## config.mk

```make
export PLATFORM = sky130hd
export DESIGN_NAME = step_sched
export DESIGN_NICKNAME = d
export VERILOG_FILES = /design/src/rtl/tr_pkg.sv /design/src/rtl/step_timer.sv /design/src/rtl/step_sched.sv
export SDC_FILE = /design/constraint.sdc
export NUM_CORES = 1
export LEC_CHECK = 0
export ABC_AREA = 1
export CAP_MARGIN = 20
export CORE_MARGIN = 1.5
export CORE_UTILIZATION = 45
export CTS_BUF_LIST = sky130_fd_sc_hd__clkbuf_4
export DETAILED_ROUTE_END_ITERATION = 10
export DONT_BUFFER_PORTS = 1
export SETUP_SLACK_MARGIN = 0.4
export SYNTH_ARGS = -nofsm -noshare
export SYNTH_HDL_FRONTEND = slang
export SYNTH_SLANG_ARGS = --single-unit
```

## constraint.sdc

```tcl
create_clock -name clk -period 5.71 [get_ports clk]
set_input_delay 1.142 -clock clk [delete_from_list [all_inputs] [get_ports clk]]
set_output_delay 1.142 -clock clk [all_outputs]
set_load 0.02 [all_outputs]
```

## src/rtl/tr_pkg.sv

```systemverilog
// Shared state encoding, owner codes and default timing for the step scheduler.
package tr_pkg;

  typedef enum logic [2:0] {
    ST_IDLE      = 3'd0,
    ST_EN_LEAD   = 3'd1,
    ST_DIR_SETUP = 3'd2,
    ST_HIGH      = 3'd3,
    ST_LOW       = 3'd4,
    ST_HOLD      = 3'd5
  } state_t;

  localparam logic OWNER_AUTO = 1'b0;
  localparam logic OWNER_JOG  = 1'b1;

  localparam int DEF_CNT_W       = 12;
  localparam int DEF_PER_W       = 16;
  localparam int DEF_PER_MIN     = 1000;
  localparam int DEF_T_PULSE     = 50;
  localparam int DEF_T_EN_LEAD   = 50;
  localparam int DEF_T_DIR_SETUP = 10;
  localparam int DEF_T_IDLE_OFF  = 5000;
  localparam int DEF_PER_START   = 4000;
  localparam int DEF_RAMP_DEC    = 250;

  // Timer reload for a phase lasting `cycles`: the load itself is registered
  // and the terminal-zero cycle counts, hence the two-cycle offset.
  function automatic int phase_load(input int cycles);
    return cycles - 2;
  endfunction

endpackage

```

## src/rtl/step_timer.sv

```systemverilog
// Loadable down-counter shared by every timed phase of the step scheduler.
module step_timer
  import tr_pkg::*;
#(
  parameter int W = DEF_PER_W
) (
  input  logic         clk,
  input  logic         rst,
  input  logic         load,
  input  logic [W-1:0] val,
  output logic         expired
);

  logic [W-1:0] cnt_r;

  // Count down to zero and park there until reloaded.
  always_ff @(posedge clk or negedge rst) begin
    if (!rst) begin
      cnt_r <= '0;
    end else if (load) begin
      cnt_r <= val;
    end else if (cnt_r != '0) begin
      cnt_r <= cnt_r - W'(1);
    end else begin
      cnt_r <= cnt_r;
    end
  end

  assign expired = (cnt_r == '0);

endmodule

```

## src/rtl/step_sched.sv

```systemverilog
// Stepper step scheduler: jog/auto arbitration and driver pin sequencing.
// Optional trapezoidal speed ramp enabled by defining STEP_SCHED_RAMP_EN.
module step_sched
  import tr_pkg::*;
#(
  parameter int CNT_W       = DEF_CNT_W,
  parameter int PER_W       = DEF_PER_W,
  parameter int PER_MIN     = DEF_PER_MIN,
  parameter int T_PULSE     = DEF_T_PULSE,
  parameter int T_EN_LEAD   = DEF_T_EN_LEAD,
  parameter int T_DIR_SETUP = DEF_T_DIR_SETUP,
  parameter int T_IDLE_OFF  = DEF_T_IDLE_OFF,
  parameter int PER_START   = DEF_PER_START,
  parameter int RAMP_DEC    = DEF_RAMP_DEC
) (
  input  logic             clk,
  input  logic             rst,
  input  logic             enable,
  input  logic             auto_req,
  input  logic             auto_dir,
  input  logic [CNT_W-1:0] auto_steps,
  output logic             auto_ack,
  input  logic             jog_req,
  input  logic             jog_dir,
  input  logic [CNT_W-1:0] jog_steps,
  output logic             jog_ack,
  output logic             drv_SM,
  output logic             drv_step,
  output logic             drv_dir,
  output logic             busy,
  output logic             owner,
  output logic             done,
  output logic [CNT_W-1:0] steps_done
);

`ifdef STEP_SCHED_RAMP_EN
  localparam bit RAMP = 1'b1;
`else
  localparam bit RAMP = 1'b0;
`endif

  localparam logic [PER_W-1:0] LD_LEAD  = PER_W'(phase_load(T_EN_LEAD));
  localparam logic [PER_W-1:0] LD_SETUP = PER_W'(phase_load(T_DIR_SETUP));
  localparam logic [PER_W-1:0] LD_PULSE = PER_W'(phase_load(T_PULSE));
  localparam logic [PER_W-1:0] LD_IDLE  = PER_W'(phase_load(T_IDLE_OFF));
  localparam logic [PER_W-1:0] LOW_ADJ  = PER_W'(T_PULSE + 2);
  localparam logic [PER_W-1:0] P_MIN    = PER_W'(PER_MIN);
  localparam logic [PER_W-1:0] P_START  = PER_W'(PER_START);
  localparam logic [PER_W-1:0] P_DEC    = PER_W'(RAMP_DEC);
  localparam logic [PER_W-1:0] P_FIRST  = RAMP ? P_START : P_MIN;

  state_t           state_r;
  logic [CNT_W-1:0] rem_r, k_r, gnt_steps_s;
  logic [PER_W-1:0] per_r, tmr_val_r, per_next_s;
  logic             tmr_load_r, tmr_raw_s, tmr_exp_s;
  logic             abort_r, zdone_r, mv_dir_r;
  logic             gnt_s, gnt_jog_s, gnt_dir_s, k_inc_s;

  step_timer #(.W(PER_W)) u_timer (
    .clk     (clk),
    .rst     (rst),
    .load    (tmr_load_r),
    .val     (tmr_val_r),
    .expired (tmr_raw_s)
  );

  // A pending reload makes the counter's current zero stale.
  assign tmr_exp_s = tmr_raw_s & ~tmr_load_r;

  // Fixed-priority grant: jog beats auto, only at rest with run permit.
  always_comb begin
    gnt_s       = 1'b0;
    gnt_jog_s   = 1'b0;
    gnt_dir_s   = auto_dir;
    gnt_steps_s = auto_steps;
    if (enable && !zdone_r && (state_r == ST_IDLE || state_r == ST_HOLD)) begin
      if (jog_req) begin
        gnt_s       = 1'b1;
        gnt_jog_s   = 1'b1;
        gnt_dir_s   = jog_dir;
        gnt_steps_s = jog_steps;
      end else if (auto_req) begin
        gnt_s = 1'b1;
      end else begin
        gnt_s = 1'b0;
      end
    end else begin
      gnt_s = 1'b0;
    end
  end

  // Next period: speed up only while enough steps remain to slow back down.
  always_comb begin
    per_next_s = per_r;
    k_inc_s    = 1'b0;
    if (RAMP) begin
      if ((rem_r - CNT_W'(1)) > k_r) begin
        if (per_r >= P_MIN + P_DEC) begin
          per_next_s = per_r - P_DEC;
          k_inc_s    = 1'b1;
        end else if (per_r > P_MIN) begin
          per_next_s = P_MIN;
          k_inc_s    = 1'b1;
        end else begin
          per_next_s = P_MIN;
        end
      end else if (per_r + P_DEC < P_START) begin
        per_next_s = per_r + P_DEC;
      end else begin
        per_next_s = P_START;
      end
    end else begin
      per_next_s = P_MIN;
    end
  end

  // Move sequencer; every driver pin and status output is registered here.
  always_ff @(posedge clk or negedge rst) begin
    if (!rst) begin
      state_r    <= ST_IDLE;
      drv_SM     <= 1'b0;
      drv_step   <= 1'b0;
      drv_dir    <= 1'b0;
      busy       <= 1'b0;
      owner      <= OWNER_AUTO;
      done       <= 1'b0;
      steps_done <= '0;
      auto_ack   <= 1'b0;
      jog_ack    <= 1'b0;
      rem_r      <= '0;
      k_r        <= '0;
      per_r      <= P_FIRST;
      tmr_load_r <= 1'b0;
      tmr_val_r  <= '0;
      abort_r    <= 1'b0;
      zdone_r    <= 1'b0;
      mv_dir_r   <= 1'b0;
    end else begin
      auto_ack   <= 1'b0;
      jog_ack    <= 1'b0;
      tmr_load_r <= 1'b0;
      zdone_r    <= 1'b0;
      done       <= zdone_r;
      if (gnt_s) begin
        auto_ack   <= ~gnt_jog_s;
        jog_ack    <= gnt_jog_s;
        owner      <= gnt_jog_s ? OWNER_JOG : OWNER_AUTO;
        steps_done <= '0;
        rem_r      <= gnt_steps_s;
        per_r      <= P_FIRST;
        k_r        <= '0;
        abort_r    <= 1'b0;
        mv_dir_r   <= gnt_dir_s;
        if (gnt_steps_s == '0) begin
          zdone_r    <= 1'b1;
          tmr_load_r <= (state_r == ST_HOLD);
          tmr_val_r  <= LD_IDLE;
        end else if (state_r == ST_IDLE) begin
          state_r    <= ST_EN_LEAD;
          drv_SM     <= 1'b1;
          busy       <= 1'b1;
          tmr_load_r <= 1'b1;
          tmr_val_r  <= LD_LEAD;
        end else if (gnt_dir_s != drv_dir) begin
          state_r    <= ST_DIR_SETUP;
          drv_dir    <= gnt_dir_s;
          busy       <= 1'b1;
          tmr_load_r <= 1'b1;
          tmr_val_r  <= LD_SETUP;
        end else begin
          state_r    <= ST_HIGH;
          drv_step   <= 1'b1;
          busy       <= 1'b1;
          steps_done <= CNT_W'(1);
          rem_r      <= gnt_steps_s - CNT_W'(1);
          tmr_load_r <= 1'b1;
          tmr_val_r  <= LD_PULSE;
        end
      end else begin
        case (state_r)
          ST_IDLE: begin
            drv_SM <= 1'b0;
            busy   <= 1'b0;
          end
          ST_HOLD: begin
            if (!enable || tmr_exp_s) begin
              state_r <= ST_IDLE;
              drv_SM  <= 1'b0;
            end else begin
              state_r <= ST_HOLD;
            end
          end
          ST_EN_LEAD: begin
            if (!enable) begin
              state_r <= ST_IDLE;
              drv_SM  <= 1'b0;
              busy    <= 1'b0;
              done    <= 1'b1;
            end else if (tmr_exp_s) begin
              state_r    <= ST_DIR_SETUP;
              drv_dir    <= mv_dir_r;
              tmr_load_r <= 1'b1;
              tmr_val_r  <= LD_SETUP;
            end else begin
              state_r <= ST_EN_LEAD;
            end
          end
          ST_DIR_SETUP: begin
            if (!enable) begin
              state_r <= ST_IDLE;
              drv_SM  <= 1'b0;
              busy    <= 1'b0;
              done    <= 1'b1;
            end else if (tmr_exp_s) begin
              state_r    <= ST_HIGH;
              drv_step   <= 1'b1;
              steps_done <= steps_done + CNT_W'(1);
              rem_r      <= rem_r - CNT_W'(1);
              tmr_load_r <= 1'b1;
              tmr_val_r  <= LD_PULSE;
            end else begin
              state_r <= ST_DIR_SETUP;
            end
          end
          ST_HIGH: begin
            abort_r <= abort_r | ~enable;
            if (tmr_exp_s) begin
              drv_step <= 1'b0;
              if (abort_r || !enable) begin
                state_r <= ST_IDLE;
                drv_SM  <= 1'b0;
                busy    <= 1'b0;
                done    <= 1'b1;
              end else begin
                state_r    <= ST_LOW;
                tmr_load_r <= 1'b1;
                tmr_val_r  <= per_r - LOW_ADJ;
              end
            end else begin
              state_r <= ST_HIGH;
            end
          end
          ST_LOW: begin
            if (!enable) begin
              state_r <= ST_IDLE;
              drv_SM  <= 1'b0;
              busy    <= 1'b0;
              done    <= 1'b1;
            end else if (tmr_exp_s && rem_r != '0) begin
              state_r    <= ST_HIGH;
              drv_step   <= 1'b1;
              steps_done <= steps_done + CNT_W'(1);
              rem_r      <= rem_r - CNT_W'(1);
              per_r      <= per_next_s;
              k_r        <= k_r + CNT_W'(k_inc_s);
              tmr_load_r <= 1'b1;
              tmr_val_r  <= LD_PULSE;
            end else if (tmr_exp_s) begin
              state_r    <= ST_HOLD;
              busy       <= 1'b0;
              done       <= 1'b1;
              tmr_load_r <= 1'b1;
              tmr_val_r  <= LD_IDLE;
            end else begin
              state_r <= ST_LOW;
            end
          end
          default: begin
            state_r  <= ST_IDLE;
            drv_SM   <= 1'b0;
            drv_step <= 1'b0;
            busy     <= 1'b0;
          end
        endcase
      end
    end
  end

endmodule
```

# ---- Word-level counts from Yosys, hierarchy flattened
# Index checks and enable logic that the tools add are counted.
dict set report word_totals {
  word_cells 206
  in_bits 31
  ff_bits 87
}
dict set report op_classes {
  n_eq_ne 29
  addsub 5
  bitwise_logic 5
  n_reduce_logical 33
  n_mux 116
}
# op count
set op_table {}
lappend op_table {{16-bit 2-to-1 mux} 16}
lappend op_table {{12-bit 2-to-1 mux} 15}
lappend op_table {{16-bit case mux with 4 select lines} 1}
lappend op_table {{1-bit 2-to-1 mux} 62}
lappend op_table {{12-bit case mux with 2 select lines} 2}
lappend op_table {{3-bit inequality test, second input constant} 9}
lappend op_table {{12-bit by 1-bit subtractor with 12-bit output, second input constant} 2}
lappend op_table {{3-bit 2-to-1 mux} 7}
lappend op_table {{3-bit case mux with 6 select lines} 1}
lappend op_table {{9-bit AND reduction} 2}
lappend op_table {{16-bit zero test} 1}
lappend op_table {{16-bit nonzero test} 1}
lappend op_table {{16-bit by 1-bit subtractor with 16-bit output, second input constant} 1}
lappend op_table {{16-bit by 6-bit subtractor with 16-bit output, second input constant} 1}
lappend op_table {{2-bit nonzero test} 7}
lappend op_table {{13-bit 2-to-1 mux} 1}
lappend op_table {{12-bit by 1-bit adder with 12-bit output, second input constant} 1}
lappend op_table {{12-bit zero test} 1}
lappend op_table {{6-bit 2-to-1 mux} 2}
lappend op_table {{4-bit inequality test, second input constant} 3}
lappend op_table {{6-bit AND reduction} 2}
lappend op_table {{12-bit nonzero test} 1}
lappend op_table {{2-bit inequality test, second input constant} 5}
lappend op_table {{3-bit by 2-bit inequality test with 1-bit output, second input constant} 3}
lappend op_table {{other kinds (23)} 41}

# ---- Logic depth before layout (Yosys ltp)
# Gate-level depths: netlist (run 1).
dict set report depth {
  ltp_word 9
  mapped_depth 17
  depth_no_buf 16
}

# ---- By module
# A second synthesis (run 1) with hierarchy kept.
dict set report hier_totals {
  cells_unflattened 684
  area_unflattened_um2 4598.2
}
# mod area_each_um2 seq_area_each_um2 instances cells_per_inst
set by_module_without_submodules {}
lappend by_module_without_submodules {step_sched 3464.6 1076.0 1 516}
lappend by_module_without_submodules {step_timer 1133.6 400.4 1 168}

# ---- Worst setup path after synthesis (run 1)
# Ideal clock, no wire load.
dict set report synth_path {
  path_kind {input to register}
  startpoint {input enable}
  endpoint {register rem_r[4]}
  arrival_time_ns 2.691
  cell_stages 16
  required_time_ns 5.594
  setup_time_ns 0.116
  setup_slack_ns 2.902
  cell_sequence {buf_4 inv_4 nor2_8 buf_2 nand3_1 nand2_2 ha_1 nand3_1 nor2_1 inv_1 nor2_2 nand2_1 nand2_1 nand3_1 nand2_1 nand2_1}
}
dict set report synth_via {
  elab_chain_len 8
  word_cells_on_any_way 18
}
# element line_no
set synth_rtl {}
lappend synth_rtl {{start: declaration} step_sched.sv:18} ;# input logic enable,
lappend synth_rtl {{1-bit logical AND (2 in series)} step_sched.sv:76} ;# if (enable && !zdone_r && (state_r == ST_IDLE || state_r == ST_HOLD)) begin
lappend synth_rtl {{12-bit 2-to-1 mux / 1-bit 2-to-1 mux (equally long branches)} step_sched.sv:76}
lappend synth_rtl {{12-bit by 1-bit subtractor with 12-bit output / 1-bit inequality test (equally long branches)} {step_sched.sv:175, step_sched.sv:164}}
lappend synth_rtl {{12-bit 2-to-1 mux} step_sched.sv:164} ;# end else if (gnt_dir_s != drv_dir) begin
lappend synth_rtl {{12-bit 2-to-1 mux} step_sched.sv:158} ;# end else if (state_r == ST_IDLE) begin
lappend synth_rtl {{12-bit 2-to-1 mux} step_sched.sv:154} ;# if (gnt_steps_s == '0) begin
lappend synth_rtl {{12-bit 2-to-1 mux} step_sched.sv:144} ;# if (gnt_s) begin
lappend synth_rtl {{end signal: assignment} step_sched.sv:149} ;# rem_r <= gnt_steps_s;
lappend synth_rtl {{end signal: assignment} step_sched.sv:175} ;# rem_r <= gnt_steps_s - CNT_W'(1);
lappend synth_rtl {{end signal: assignment} step_sched.sv:218} ;# rem_r <= rem_r - CNT_W'(1);
lappend synth_rtl {{end: declaration} step_sched.sv:53} ;# logic [CNT_W-1:0] rem_r, k_r, gnt_steps_s;
# Parallel ways exist; a longest one is shown, timed or not.
# A chain may end at the register's enable or synchronous reset.

# ---- Worst setup path after layout (run 1)
dict set report layout_path {
  startpoint {input enable}
  endpoint {register steps_done[4]}
}
dict set report layout_via {
  elab_chain_len 5
  word_cells_on_any_way 10
}
# element line_no
set layout_rtl {}
lappend layout_rtl {{1-bit logical AND (2 in series)} step_sched.sv:76}
lappend layout_rtl {{1-bit 2-to-1 mux} step_sched.sv:76}
lappend layout_rtl {{3-bit inequality test (no line) / 3-bit nonzero test (equally long branches)} n/a}
lappend layout_rtl {{5-bit AND reduction (no line)} n/a}
lappend layout_rtl {{end signal: assignment} step_sched.sv:217} ;# steps_done <= steps_done + CNT_W'(1);
lappend layout_rtl {{end signal: assignment} step_sched.sv:252} ;# steps_done <= steps_done + CNT_W'(1);
lappend layout_rtl {{end: declaration} step_sched.sv:33} ;# output logic [CNT_W-1:0] steps_done
# Parallel ways exist; a longest one is shown, timed or not.

==> results.cfg, run 1 <==
[run_status]
status = finished clean

[worst_setup_path]
start_kind = input pin
path_class = in2reg
critPathArrivalTime_ps = 3350
cp-end-kind = flip-flop
cp.required_ps = 6040
crit_path_max_fanout = 35
r2r_setup_slack_ps = 2790
reg2regPathDepth = 11

[clock_network]
ctsHoldBuffers = 0
cts_sinks = 59
htreeDepth = 3
cts_tree = done
post_cts_resized = 0
path_clk_slew_ps = 110
cts_made_buffers = 9
max-clock-path-buffers = 2
post-cts-setup-buffers = 0
cts_root_buf = clkbuf_4
clkLatencyLatePin_ps = 410

[floorplan]
dieArea_um2 = 10800
coreArea_um2 = 9820
dieWidth_um = 104
ioPinCount = 51
initial_utilization = 0.465
die_h_um = 104
rows = 36

[timing]
slew_violations = 0
worstMarginPinSlew_ps = 553
fmax_mhz = 330
finalCriticalPeriod_ps = 3030
setup_viol = 0
maxSlewHeadroom = 0.628
setup_ws_ps = 2680
rsz0062_at_grt = false
finalCritPeriodShare = 0.530
hold_violations = 0
final.setup.tns_ps = 0
skew_ps = 13.7

[drt]
avgRoutedWirePerCell_um = 13.5
drt_first_iter_violations = 207
via_count = 4210
drt_first_pass_iters = 8
vias_per_cell = 5.20
routed_wl_um = 10900
drc = 0
ant_nets = 0

[layout]
mostFrequentLayoutCell = nand2_1
layout-drive-gt1-share = 0.0945
diodes = 0
fin_nets = 708
areaGrowthSynthToFinish_pct = 3.45
mostFrequentLayoutCells = nand2_1, inv_1, nand3_1

[yosys]
synth_edf_count = 0
synth.area.top_cells = dfrtp_1, nand2_1, nand3_1
synth_seq_cells = 59
syn_inst = 679
yosysWarningCount = 0
synth_area_leader_cell = dfrtp_1
yosysSeqAreaShare = 0.323
synth_nets = 715
synth_area_um2 = 4570
async_flop_share = 1.00
synth_top_area_share = 0.323
syn_avg_cell_area_um2 = 6.73
synth_cell_types = 49
synth_flop_cell = dfrtp_1

[placement]
dpl.hpwl_um = 8320
io_buffer_count = 0
pre_cts_ws_ps = 2220
gp_congestion = 0.854

[grt]
antenna_found_initial = 0
grt_pass1_vias = 3965
grt_usage = 0.213
grt_max_degree = 60
grt_pass1_wl_um = 18800
grt-ovfl-total = 0

[power_and_ir_drop]
power_density_nw_per_um2 = 446
ir_worst_vdd_v = 0.000195
p_leak_nw = 2.40

[flow_run]
cap_violations = 0

[min_path]
hp-class = in2async
[sequential cells by signal, summed over array words and instances (netlist names), 3 cells and up]
| register | count |
|---|---|
| state_r | 3 |
| steps_done | 12 |
| u_timer.cnt_r | 16 |
| tmr_val_r | 4 |
| rem_r | 12 |
[metrics by stage]
stage	total power [mW]	instances	cell area, um^2	hold WS, ps	utilization
after floorplan	1.67	679	4570	449	-
final	2.11	810	4730	406	0.481
after detailed placement	1.86	794	4620	474	0.470
after CTS	2.13	810	4730	380	0.481
after global placement	1.84	794	4620	468	0.470
after global routing	2.34	810	4730	358	0.481
[critical path, cell delays in order]
cell and delay (ps):
inv_4 40, nor2_8 230, nand2_4 230, nor2_8 390
inv_2 320, nand2_2 170, nand3_4 300, inv_2 300
nand3_1 100, o21ai_0 100
[per-layer routing]
metal,global-route usage,vias to the layer above,routed length (um)
li1,-,2184,-
met1,0.290,1889,5190
met2,0.337,123,5000
met3,0.0466,14,609
met4,0.0655,0,156
met5,0,-,0
[power breakdown]
| part | total (mW) | internal [mW] | leakage [nW] | switching (mW) |
|---|---|---|---|---|
| Combinational | 1.06 | 0.355 | 1.59 | 0.705 |
| Clock | 0.253 | 0.0898 | 0.0573 | 0.163 |
| Sequential | 0.795 | 0.582 | 0.746 | 0.214 |
[logic make-up (layout without fill, tap and decap cells)]
group / count (synthesis) / count (layout) / synth area share
XOR/XNOR: 17 / 17 / 0.0326
AO/OA/AOI/OAI: 89 / 89 / 0.112
adder cells (fa/ha/maj): 5 / 5 / 0.0137
AND/OR/NAND/NOR: 396 / 396 / 0.414
buffers and inverters: 113 / 111 / 0.105
flip-flops: 59 / 59 / 0.323
[cells in the mapped netlist (2+ instances only)]
library cell and n:
nand3_1 77, nand3b_1 3, o21ai_0 27, a21oi_1 29, o21a_1 2, xor2_1 16, nand4_1 11, a31oi_1 5
nand2_2 14, a21boi_1 7, nor2_1 59, nand2_1 190, nand3_2 4, nor4_1 6, clkbuf_1 4, buf_2 8
buf_6 2, nand3_4 2, buf_4 2, nor3_1 12, nor2_4 3, dfrtp_1 59, ha_1 5, nand2_4 5
o31ai_1 3, inv_1 84, nor2_8 3, inv_2 7, o21ai_1 6, nor2_2 4, clkinv_2 2
[worst paths after layout]
path | from | endpoint
max reg2reg | state_r[1] | steps_done[4]
min | rst | u_timer.cnt_r[7]
max in group asynchronous | rst | drv_dir
min in group clk | tmr_val_r[9] | tmr_val_r[9]
min reg2reg | tmr_val_r[9] | tmr_val_r[9]
max | enable | steps_done[4]
[cell type report]
class	instances	area, um^2
fill	1039	5090
multi-input combinational	507	2610
sequential	59	1480
inverter	95	362
tap	133	166
clock buffer	10	75.1
clock inverter	6	32.5
Note: power is estimated with default switching activity, not from simulation.
==> run 2: changes to the inputs <==
- ABC_AREA: 1 -> 0
- clock period: 5.71 -> 3 ns (I/O delays scaled with it)
==> run 2 against run 1 <==
Global-route usage grew 2.4 points. Synthesized area down 13%. Register-to-register slack lost 2300 ps. Design area down 2.7%. Sequential power up 74%. Total power rose by 85%. Sequential cell count did not move.
==> results.cfg, run 2 <==
[power_and_ir_drop]
p_leak_nw = 1.85
power_frac_seq = 0.355
clockPowerShare = 0.143
ir_worst_vdd_v = 0.000258
p_switching_mw = 1.73
switching_share = 0.445
power.internal_mw = 2.16
power_density_nw_per_um2 = 846
p_comb_frac = 0.503

[timing]
hold_violations = 0
worstMarginPinSlew_ps = 563
setup_viol = 0
fmax_mhz = 391
finalCriticalPeriod_ps = 2560
skew_ps = 14.4
finalCritPeriodShare = 0.852
hold_ws_ps = 45.6
rsz0062_at_grt = true
maxSlewHeadroom = 0.625
slew_violations = 0
setup_ws_ps = 443
final.setup.tns_ps = 0

[yosys]
syn_avg_cell_area_um2 = 8.46
synth_area_leader_cell = dfrtp_1
synth_nets = 504
synth_commonest_cells = dfrtp_1, nand2_1, nor2_1, o21ai_0, a21oi_1
yosysSeqAreaShare = 0.373
syn_inst = 468
synth_area_um2 = 3960
yosysWarningCount = 0
async_flop_share = 1.00
synth_edf_count = 0
synth_flop_cell = dfrtp_1
synth_top_area_share = 0.373
yosysMostFrequentCell = dfrtp_1
synth_cell_types = 62
synth_seq_cells = 59
synth.area.top_cells = dfrtp_1, nand2_1, nor2_1

[worst_setup_path]
cp-end-kind = flip-flop
start_kind = flip-flop
crit_path_max_fanout = 7
critPathArrivalTime_ps = 2890
cp.required_ps = 3340
path_class = reg2reg
crit_start = u_timer.cnt_r[7]
reg2reg_from = u_timer.cnt_r[7]

[clock_network]
htreeDepth = 3
cts_made_buffers = 9
max-clock-path-buffers = 2
cts_tree = done
clkLatencyLatePin_ps = 400
cts_root_buf = clkbuf_4
path_clk_slew_ps = 110
cts_sinks = 59

[layout]
final_util = 0.532
mostFrequentLayoutCells = dfrtp_1, nor2_1, nand2_1
diodes = 0
largest_reg_flops = 16
top_register = u_timer.cnt_r
areaGrowthSynthToFinish_pct = 16.0
mostFrequentLayoutCell = dfrtp_1
fin_nets = 528
reg_top3 = u_timer.cnt_r x16, rem_r x12, steps_done x12
layout-drive-gt1-share = 0.198
fin_cells = 604
fillers = 830

[placement]
dpl.hpwl_um = 8150
pre_cts_ws_ps = 99.5
gp_congestion = 0.888
place_inst = 577
io_buffer_count = 0

[floorplan]
dieArea_um2 = 9380
coreArea_um2 = 8640
ioPinCount = 51
dieWidth_um = 96.8
die_h_um = 96.8
initial_utilization = 0.459
rows = 34

[min_path]
hp-class = in2async

[run_status]
status = finished clean

[drt]
drt_first_iter_violations = 203
ant_nets = 0
routed_wl_um = 11100
avgRoutedWirePerCell_um = 18.4
drt_first_pass_iters = 4
vias_per_cell = 6.05
drc = 0
via_count = 3652

[grt]
grt_pass1_wl_um = 17900
antenna_found_initial = 0
grt_pass1_vias = 3727
grt-ovfl-total = 0
grt_usage = 0.236
grt_max_degree = 60

[flow_run]
cap_violations = 0
==> run 2: changes by cell type after synthesis, sizes merged, moves of 11 or more <==
cell,change
nand2,-159
nand3,-70
nor2,-19
xnor2,+19
clkbuf,+11
mux2i,+13
inv,-79
==> run 2: cells by family after synthesis <==
kind of cell / synth area share
simple gates: 0.278
buf+inv: 0.0351
mux: 0.0499
xor+xnor: 0.0730
fa+ha+maj: 0.0158
compound gates: 0.175
flops: 0.373
==> run 2: final cells by class <==
type,count,area [um^2],area share
Clock inverter,6,57.6,0.0125
Inverter,13,53.8,0.0117
Timing Repair Buffer,36,290,0.0631
Sequential cell,59,1480,0.322
Tap cell,108,135,0.0294
Multi-Input combinational cell,373,2510,0.547
Clock buffer,9,67.6,0.0147
==> run 2: what timing repair did <==
action,CTS,global route
hold endpoints to repair,59,0
hold buffers,1,0
resized for setup,9,21
setup endpoints to repair,13,18
cloned,0,0
buffers inserted,3,8
pin swaps,1,7
==> run 2: stage by stage <==
stage                     area, um^2  power (mW)
after floorplan                 4040        2.66
after global placement          4230        3.11
after detailed placement        4230        3.14
after CTS                       4440        3.79
after global routing            4600        4.17
final                           4600        3.89
==> run 2: final timing paths <==
kind                                    endpoint  slack, ps  depth (start not counted)
worst min-delay path            u_timer.cnt_r[7]         50                          1
worst max register to register    steps_done[10]        440                          6
worst min register to register      tmr_val_r[9]        500                          2
worst max-delay path              steps_done[10]        440                          6
max in group asynchronous                zdone_r       2680                          1
min in group clk                        auto_ack        270                          1
==> run 2: critical path: stages (launching register included) <==
cell,delay [ps]
dfrtp_1,430
or4_4,550
or4_4,490
a2111oi_4,320
nand4_4,180
or3_1,400
a21oi_2,120
==> run 2: per-layer routing <==
metal  up-vias  GRT usage  wire length (um)
li1       1753          -                 -
met1      1789      0.274              4690
met3        20     0.0311               360
met4         0      0.105               220
met2        90      0.432              5820
met5         -          0                 0
==> run 2: power groups by stage <==
stage          clock network (mW)  logic (mW)  registers (mW)
6_report                    0.556        1.96            1.38
3_5_place_dp                    0        1.74            1.40
2_1_floorplan                   0        1.36            1.30
4_1_cts                     0.569        1.85            1.38
5_1_grt                     0.592        2.16            1.41
3_3_place_gp                    0        1.72            1.39
==> run 3: changes to the inputs <==
- PLACE_DENSITY_LB_ADDON: default -> 0.15
- RECOVER_POWER: default -> 25
- REMOVE_ABC_BUFFERS: default -> 1
==> run 3 against run 2 <==
The flow now finishes with violations (max-capacitance violations, max-slew violations). Global-route usage shrank 0.40 points. Sequential cell count is the same. Count of clock-buffer cells in the layout grew 1. Design area grew 2.6%. Combinational power grew 4%. Non-clock buffer count grew 9. Clock skew shrank 0.68 ps. Core utilization grew 1.4 points. Fmax shrank 1.4%. Sequential share of layout area shrank 0.80 points. Die area is the same. Critical endpoint is now rem_r[5]. Largest cell class unchanged.
==> results.cfg, run 3 (synthesis results as in run 2) <==
[clock_network]
cts_made_buffers = 9
path_clk_slew_ps = 110
cts_root_buf = clkbuf_4
cts_sinks = 59
clkLatencyLatePin_ps = 400
max-clock-path-buffers = 2
cts_tree = done
htreeDepth = 3

[layout]
fin_nets = 537
mostFrequentLayoutCell = dfrtp_1
final_util = 0.546
top_register = u_timer.cnt_r
diodes = 0
layout-drive-gt1-share = 0.237
mostFrequentLayoutCells = dfrtp_1, nor2_1, nand2_1
largest_reg_flops = 16
areaGrowthSynthToFinish_pct = 19.0
fillers = 825
reg_top3 = u_timer.cnt_r x16, rem_r x12, steps_done x12

[power_and_ir_drop]
finalPower_mw = 4.06
power_density_nw_per_um2 = 861
ir_worst_vdd_v = 0.000448
p_leak_nw = 1.92

[worst_setup_path]
critPathArrivalTime_ps = 2890
reg2regPathDepth = 7
path_cells = or4_4 -> or4_4 -> nand4_4 -> nor2_4 -> a311o_1 -> a31oi_1 -> o31ai_1
cp.depth = 7
start_kind = flip-flop
cp-end-kind = flip-flop
cpLargestDelayFamily = simple AND/OR/NAND/NOR gates
crit_buf_inv = 0
cpMaxStageDelayCell = or4_4
crit_path_max_fanout = 6
path_common_cell = or4_4
path_class = reg2reg
slowest_delay_ps = 610
cp.required_ps = 3290

[min_path]
hold_depth = 1
hp-class = in2reg

[floorplan]
coreArea_um2 = 8640
dieWidth_um = 96.8
dieArea_um2 = 9380
initial_utilization = 0.459
rows = 34
die_h_um = 96.8
ioPinCount = 51

[timing]
setup_ws_ps = 407
maxSlewHeadroom = -0.0142
finalCritPeriodShare = 0.864
rsz0062_at_grt = true
fmax_mhz = 386
setup_viol = 0
final.setup.tns_ps = 0
skew_ps = 13.7
finalCriticalPeriod_ps = 2590
hold_violations = 0
worstMarginPinSlew_ps = 1520
hold_ws_ps = 286
slew_violations = 60

[placement]
dpl.hpwl_um = 7540
pre_cts_ws_ps = 18.5
gp_congestion = 0.892
io_buffer_count = 0

[drt]
drt_first_pass_iters = 5
via_count = 3634
drt_first_iter_violations = 150
vias_per_cell = 5.92
ant_nets = 0
drc = 0
avgRoutedWirePerCell_um = 17.4
routed_wl_um = 10700

[run_status]
violations = max-capacitance violations, max-slew violations
status = finished with violations

[flow_run]
cap_violations = 1

[grt]
grt_usage = 0.232
antenna_found_initial = 0
grt_pass1_wl_um = 17600
grt-ovfl-total = 0
grt_max_degree = 60
grt_pass1_vias = 3526
## run 3: worst paths after layout
path | startpoint | end | slack (ps)
worst max-delay path | rem_r[7] | rem_r[5] | 410
worst min-delay path | jog_req | auto_ack | 290
worst max register to register | rem_r[7] | rem_r[5] | 410
worst min register to register | tmr_val_r[5] | u_timer.cnt_r[5] | 490
max in group asynchronous | rst | rem_r[6] | 1420
min in group asynchronous | rst | u_timer.cnt_r[0] | 560
## run 3: repair_timing
action	in CTS	in global routing
buffers inserted	4	17
endpoints found under the setup margin	19	31
cloned	0	0
hold endpoints to repair	59	0
hold buffers	1	0
pin swaps	12	17
resized for setup	14	38
## run 3: cell type report
class	instances	area, um^2	area share
multi-input cells	373	2560	0.542
clock inverters	6	80.1	0.0170
inverters	13	48.8	0.0104
repair buffers	45	339	0.0719
flip-flops and latches	59	1480	0.314
clock buffers	10	75.1	0.0159
well taps	108	135	0.0287
## run 3: report_power, final
group | internal, mW | leakage, nW | switching (mW)
clock network | 0.341 | 0.0815 | 0.312
logic | 0.910 | 1.08 | 1.13
registers | 1.06 | 0.757 | 0.306
total | 2.32 | 1.92 | 1.74
## run 3: worst register-to-register path, cell delays in order (launching register included)
cell and delay, ps:
dfrtp_2 460, or4_4 570, or4_4 610, nand4_4 210, nor2_4 80, a311o_1 320, a31oi_1 140, o31ai_1 90
## run 3: metrics by stage
step	instance area (um^2)	instances
detailed placement	4180	576
finish	4710	614
global route	4710	614
floorplan	3870	445
global placement	4180	576
CTS	4450	597
## run 3: layer usage
| layer | share of wire | vias to the layer above | wire length, um | global-route usage |
|---|---|---|---|---|
| met1 | 0.47 | 1734 | 4990 | 0.310 |
| li1 | - | 1772 | - | - |
| met3 | 0.049 | 21 | 523 | 0.0564 |
| met4 | 0.021 | 0 | 227 | 0.0992 |
| met5 | 0 | - | 0 | 0 |
| met2 | 0.46 | 107 | 4960 | 0.360 |
